[config.mk]
export PLATFORM = sky130hd
export DESIGN_NAME = pipe_stage_ctrl
export DESIGN_NICKNAME = d
export VERILOG_FILES = /design/src/rtl/pipe_stage_ctrl.sv
export SDC_FILE = /design/constraint.sdc
export NUM_CORES = 1
export LEC_CHECK = 0
export ABC_AREA = 1
export ABC_CLOCK_PERIOD_IN_PS = 5350
export CORE_AREA = 10 10 47 49
export CTS_BUF_LIST = sky130_fd_sc_hd__clkbuf_4 sky130_fd_sc_hd__clkbuf_8 sky130_fd_sc_hd__clkbuf_16
export DETAILED_ROUTE_END_ITERATION = 16
export DIE_AREA = 0 0 57 59
export DONT_BUFFER_PORTS = 1
export MAX_ROUTING_LAYER = met4
export PLACE_DENSITY = 0.47
export SYNTH_ARGS = -nofsm -noshare
export SYNTH_HDL_FRONTEND = slang
export SYNTH_SLANG_ARGS = --single-unit
[constraint.sdc]
create_clock -name clk -period 5.35 [get_ports clk]
set_clock_uncertainty 0.05 [all_clocks]
set_input_delay 1.07 -clock clk [delete_from_list [all_inputs] [get_ports clk]]
set_output_delay 1.07 -clock clk [all_outputs]
set_load 0.01 [all_outputs]
[src/rtl/pipe_stage_ctrl.sv]
// Valid-bit sequencer for a linear chain of pipeline registers: drives per-stage
// load enables and clears, collapses bubbles, honours backpressure, stall and flush.
module pipe_stage_ctrl #(
  parameter int STAGES = 4,
  parameter int CNT_W  = $clog2(STAGES + 1)
) (
  input  logic              clk,
  input  logic              rst_n,
  input  logic              in_valid,
  output logic              in_ready,
  output logic              out_valid,
  input  logic              out_ready,
  input  logic              stall,
  input  logic              flush,
  output logic [STAGES-1:0] stage_en,
  output logic [STAGES-1:0] stage_clear,
  output logic [STAGES-1:0] stage_valid,
  output logic [CNT_W-1:0]  occupancy
);

  logic [STAGES-1:0] v_q;
  logic [STAGES-1:0] v_d;
  logic [CNT_W-1:0]  occ_q;
  logic [CNT_W-1:0]  occ_d;

  logic [STAGES-1:0] up_valid_s;
  logic [STAGES-1:0] can_load_s;
  logic [STAGES-1:0] leave_s;
  logic [STAGES-1:0] load_s;
  logic              go_s;
  logic              acc_s;
  logic              ret_s;

  // Movement is only allowed out of reset, without stall and without flush.
  assign go_s       = rst_n & ~stall & ~flush;
  assign up_valid_s = {v_q[STAGES-2:0], in_valid};

  // Backward advance chain; room tracks whether the stage below can make space.
  always_comb begin
    logic room;
    room       = out_ready;
    can_load_s = {STAGES{1'b0}};
    leave_s    = {STAGES{1'b0}};
    load_s     = {STAGES{1'b0}};
    for (int i = STAGES - 1; i >= 0; i--) begin
      leave_s[i]    = v_q[i] & room & go_s;
      can_load_s[i] = (~v_q[i] | room) & go_s;
      load_s[i]     = can_load_s[i] & up_valid_s[i];
      room          = ~v_q[i] | room;
    end
  end

  assign acc_s = load_s[0];
  assign ret_s = leave_s[STAGES-1];

  // Next-state valid vector and occupancy; flush discards everything in flight.
  always_comb begin
    if (flush) begin
      v_d   = {STAGES{1'b0}};
      occ_d = {CNT_W{1'b0}};
    end else begin
      v_d   = (v_q & ~leave_s) | load_s;
      occ_d = occ_q + {{(CNT_W-1){1'b0}}, acc_s} - {{(CNT_W-1){1'b0}}, ret_s};
    end
  end

  // State registers with synchronous active-low reset.
  always_ff @(posedge clk) begin
    if (!rst_n) begin
      v_q   <= {STAGES{1'b0}};
      occ_q <= {CNT_W{1'b0}};
    end else begin
      v_q   <= v_d;
      occ_q <= occ_d;
    end
  end

  assign in_ready    = can_load_s[0];
  assign out_valid   = v_q[STAGES-1] & go_s;
  assign stage_en    = load_s;
  assign stage_clear = {STAGES{flush | ~rst_n}};
  assign stage_valid = v_q;
  assign occupancy   = occ_q;

endmodule
==> results of run 1 <==
[power breakdown]
| part | switching (W) | internal (W) | total (W) |
|---|---|---|---|
| sequential | 0.000000390 | 0.0000524 | 0.0000528 |
| clock | 0.0000191 | 0.0000335 | 0.0000526 |
| combinational | 0.00000508 | 0.00000168 | 0.00000675 |
| total | 0.0000246 | 0.0000876 | 0.000112 |
[metrics by stage]
stage	utilization	power (W)	hold slack [ns]	std cells
after floorplan	-	0.0000615	0.433	55
after global placement	0.308	0.0000608	0.458	67
after detailed placement	0.308	0.0000609	0.461	67
after CTS	0.329	0.000114	0.471	71
after global routing	0.329	0.000119	0.498	71
final	0.329	0.000112	0.463	71
[cell families after synthesis]
group | Yosys count | synth area share
xor gates and xnor gates | 1 | 0.0198
buffers and inverters | 17 | 0.178
and+or+nand+nor | 23 | 0.329
DFF | 7 | 0.317
AOI/OAI and AO/OA | 4 | 0.0538
adders and majority gates | 3 | 0.102
[state kept, by name, summed over array words and instances, names as in the netlist]
name         cells
occupancy        3
stage_valid      4
[worst max-delay path, cell delays in order]
cell and delay (ns):
inv_1 0.07, nand2_4 0.16, inv_1 0.17, nand2_1 0.09, nor2_1 0.21
[worst max-delay path by stage]
stage	startpoint	end	cells after the start	slack, ns
final	flush	out_valid	5	2.46
after floorplan	flush	occupancy[2]	12	2.51
after detailed placement	flush	occupancy[2]	12	2.29
after global routing	flush	out_valid	5	2.40
after CTS	flush	out_valid	5	2.44
after global placement	flush	occupancy[2]	12	2.32
[per-layer routing]
layer / share of wire / routed length, microns / global-route usage / vias to the layer above
li1: - / - / - / 165
met5: 0 / 0 / - / -
met3: 0.11 / 106 / 0.0472 / 0
met2: 0.46 / 427 / 0.0837 / 11
met4: 0 / 0 / 0.0201 / 0
met1: 0.42 / 392 / 0.0610 / 140
[cell usage after synthesis, drive strengths merged]
library cell | n | area, sq um
o21ai | 2 | 10.0
xnor2 | 1 | 8.76
and3 | 1 | 11.3
nand2 | 9 | 41.3
inv | 13 | 48.8
buf | 4 | 30.0
nand3 | 6 | 40.0
ha | 2 | 25.0
nor2 | 6 | 46.3
a21oi | 2 | 13.8
fa | 1 | 20.0
nand4 | 1 | 6.26
dfxtp | 7 | 140
[area by class of cell]
class	instances	area [sq um]
flip-flops and latches	7	140
multi-input cells	31	223
inverters	13	48.8
well taps	16	20.0
clock buffers	4	30.0
fillers	160	940
==> metrics.cfg, run 1 <==
[logic_synthesis]
synth_seq_area_share=0.317
synth.distinct_cells=20
syn-num-nets=64
ys_warn_count=0
synthCells=55
ys_ff_latch=7
netlist_area_sq_um=442
syn_avg_cell_area_sq_um=8.03

[floorplan]
die_x_microns=57
coreArea_sq_um=1400
ios=23
dieArea_sq_um=3360
rows=14
die_y_microns=59
start_util=0.315

[global_route]
grtUsageTotal=0.0592
grt_antenna_before_repair=0
grt_pass1_wl_microns=1510
grt_pass1_vias=328
grt-ovfl-total=0
grt_max_degree=10

[critical_path]
worst_ep_arrival_time_ns=1.77
start_kind=input port
ff2ff_path_depth=12
r2r-start=stage_valid[3]
rrSetupSlack_ns=3.11
r2r-end=occupancy[2]
cp-end-kind=output port
critPathMaxFanout=9
cp.required_ns=4.23
crit_type=in -> out

[place]
gp_congestion=0.673
place_area_sq_um=432
pre_cts_slack_ns=2.29
numPortBuffers=0
dp_hpwl_microns=791

[timing]
fmax_ghz=0.346
final_max_slew_viol_count=0
maxSlewHeadroom=0.810
setup_tns_ns=0
worst_slack_ns=2.46
finalHoldViolCount=0
rsz0062_at_grt=false
tightest_slew_ns=0.285
post-route-period-util=0.540
min_period_ns=2.89
setup_viol=0

[pwr]
leakage_nw=0.237
power-per-cell-area_nw_per_um2=243
vdd_drop_max_v=0.000137

[clock_network]
cts_tree=built
clock-root-buffer=clkbuf_4
clock_latency_ns=0.25
clkSinkCount=7
cts_setup_buffers=0
path_clk_slew_ns=0.05
cts_max_path_buffers=2
cts_hold_buffers=0
cts_resized=0
numCtsBuffers=3
htreeDepth=1

[detailed_routing]
routed_wl_microns=926
drc=0
firstDrtPassIters=2
drt_iter0_drc=2
avgRoutedWirePerCell_microns=13.0
ant_nets=0
via_per_inst=4.45
via_count=316

[finish]
design_area_sq_um=462
syn2layout_area_growth_pct=4.53
num_antenna_cells=0
layout_commonest_cell=inv_1
mostFrequentLayoutCells=inv_1 (12), nand2_1 (8), dfxtp_1 (7)
drive_above_1_share=0.218
final_nets=65

[min_path]
holdPathEnd=occupancy[2]
hold_class=reg -> reg
hold_path_depth=2
min-delay-start=occupancy[2]

[outcome]
status=completed

[job]
max_cap_violations=0

No activity file was read; power rests on OpenSTA's default activity.
==> run 2, diff against run 1 <==
ABC_CLOCK_PERIOD_IN_PS = 2470   (was 5350)
PLACE_DENSITY = 0.49   (was 0.47)
clock period = 2.47 ns   (was 5.35 ns; I/O delays follow)
==> run 2 against run 1 <==
  * Sequential share of layout area fell by 2.3 points
  * Combinational power grew 140%
  * Wire length increased by 11%
  * Register-to-register slack lost 2.7 ns
  * Critical endpoint is now occupancy[2]
  * Highest routed layer is now met4
==> metrics.cfg, run 2 (synthesis results as in run 1) <==
[floorplan]
start_util=0.315  ; unchanged
dieArea_sq_um=3360  ; unchanged
coreArea_sq_um=1400  ; unchanged
die_y_microns=59  ; unchanged
rows=14  ; unchanged
ios=23  ; unchanged
die_x_microns=57  ; unchanged

[detailed_routing]
drc=0  ; unchanged
via_per_inst=4.64  ; +4.4%
firstDrtPassIters=2  ; unchanged
avgRoutedWirePerCell_microns=13.5  ; +3.5%
drt_iter0_drc=6  ; +4
routed_wl_microns=1030  ; +11%
ant_nets=0  ; unchanged
via_count=353  ; +12%

[clock_network]
path_clk_slew_ns=0.06  ; about the same
cts_resized=0  ; unchanged
numCtsBuffers=3  ; unchanged
clock_latency_ns=0.26  ; about the same
cts_tree=built
cts_setup_buffers=0  ; unchanged
cts_hold_buffers=0  ; unchanged
cts_max_path_buffers=2  ; unchanged
clock-root-buffer=clkbuf_4
htreeDepth=1  ; unchanged
clkSinkCount=7  ; unchanged

[critical_path]
rrSetupSlack_ns=0.38  ; -2.73 ns
critical_path.max_stage_delay_ns=0.37  ; +0.16 ns
start_kind=flip-flop
worst_ep_arrival_time_ns=2.19  ; +0.42 ns
crit_chain=inv_2 > nor2_4 > nand4_1 > nand3_2 > ha_1 > inv_1 > ha_1 > inv_1 > fa_1 > xnor2_1 > o21ai_0 > a21oi_1
critPathMaxFanout=4  ; -5
critical_path.slowest_cell=fa_1
cp.required_ns=2.57  ; -1.66 ns
crit_type=reg -> reg
cp-end-kind=flip-flop

[pwr]
p_comb_frac=0.066  ; +0.006
internal_power_w=0.000192  ; +120%
switching_share=0.236  ; +0.0167
p_clk_frac=0.480  ; +0.011
power-per-cell-area_nw_per_um2=502  ; +110%
vdd_drop_max_v=0.000208  ; +51%
leakage_nw=0.263  ; +11%
power.switching_w=0.0000591  ; +140%
seqPwrFrac=0.454  ; -0.017

[place]
gp_congestion=0.724  ; +7.6%
dp_hpwl_microns=858  ; +8.4%
numPortBuffers=0  ; unchanged

[finish]
largest_register_ff_count=4  ; unchanged
final_nets=70  ; +7.7%
syn2layout_area_growth_pct=13.0
drive_above_1_share=0.283  ; +0.0652
fill_cells=156  ; -2.5%
num_antenna_cells=0  ; unchanged
layout_commonest_cell=inv_1
seq_area_sq_um=140  ; unchanged
mostFrequentLayoutCells=inv_1 (12), nand2_1 (8), dfxtp_1 (7), buf_4 (5)
multi_input_area_sq_um=223  ; unchanged

[timing]
setup_tns_ns=0  ; unchanged
final_max_slew_viol_count=0  ; unchanged
min_period_ns=2.09
finalHoldViolCount=0  ; unchanged
rsz0062_at_grt=false
whs_ns=0.360  ; -0.103 ns
fmax_ghz=0.477
tightest_slew_ns=0.235  ; -0.0498 ns
maxSlewHeadroom=0.843  ; +0.0332
post-route-period-util=0.848
setup_viol=0  ; unchanged

[global_route]
grt_pass1_wl_microns=1600  ; +5.9%
grtUsageTotal=0.0669  ; +0.00766
grt_pass1_vias=337  ; +2.7%
grt_antenna_before_repair=0  ; unchanged
grt-ovfl-total=0  ; unchanged
grt_max_degree=9  ; -1

[job]
max_cap_violations=0  ; unchanged

[min_path]
hold_class=in -> reg

[outcome]
status=completed

-- run 2: cell count changes in the layout (fill, tap and decap cells not counted), sizes merged --
cell  previous run  this run
buf              0         5
-- run 2: final timing paths --
| check | start | depth (start not counted) | end |
|---|---|---|---|
| worst max register to register | stage_valid[3] | 12 | occupancy[2] |
| worst max-delay path | stage_valid[3] | 12 | occupancy[2] |
| worst min register to register | occupancy[2] | 2 | occupancy[2] |
| worst min-delay path | in_valid | 2 | stage_valid[0] |
-- run 2: power groups by stage --
stage / logic [W] / clock network (W) / registers (W)
2_1_floorplan: 0.0000166 / 0 / 0.000117
4_1_cts: 0.0000171 / 0.000124 / 0.000114
3_3_place_gp: 0.0000171 / 0 / 0.000116
5_1_grt: 0.0000185 / 0.000129 / 0.000114
3_5_place_dp: 0.0000170 / 0 / 0.000116
6_report: 0.0000165 / 0.000120 / 0.000114
-- run 2: critical path: cells and delay by family, from the launching register on --
family | cells | cell delay, ns
AND/OR/NAND/NOR | 3 | 0.36
flip-flops | 1 | 0.34
AO/OA/AOI/OAI | 2 | 0.21
adder cells (fa/ha/maj) | 3 | 0.73
buffers and inverters | 3 | 0.16
XOR/XNOR | 1 | 0.14
-- run 2: area by class of cell --
type | instances | area share
Clock buffer | 4 | 0.0602
Tap cell | 16 | 0.0401
Inverter | 13 | 0.0977
Sequential cell | 7 | 0.281
Timing Repair Buffer | 5 | 0.0752
Multi-Input combinational cell | 31 | 0.446
-- run 2: routing by layer --
layer	vias up	part of all wire	global-route usage
met5	-	0	-
met4	0	0.046	0.0705
met3	4	0.086	0.0365
met2	12	0.45	0.0915
met1	163	0.42	0.0636
li1	174	-	-
-- run 2: stage by stage --
stage,power (W),setup slack [ns],util,instances,instance area (sq um)
CTS,0.000255,0.336,0.356,76,499
global placement,0.000134,0.149,0.335,72,469
detailed placement,0.000133,0.131,0.335,72,469
floorplan,0.000133,0.206,-,55,442
finish,0.000251,0.375,0.356,76,499
global route,0.000262,0.162,0.356,76,499
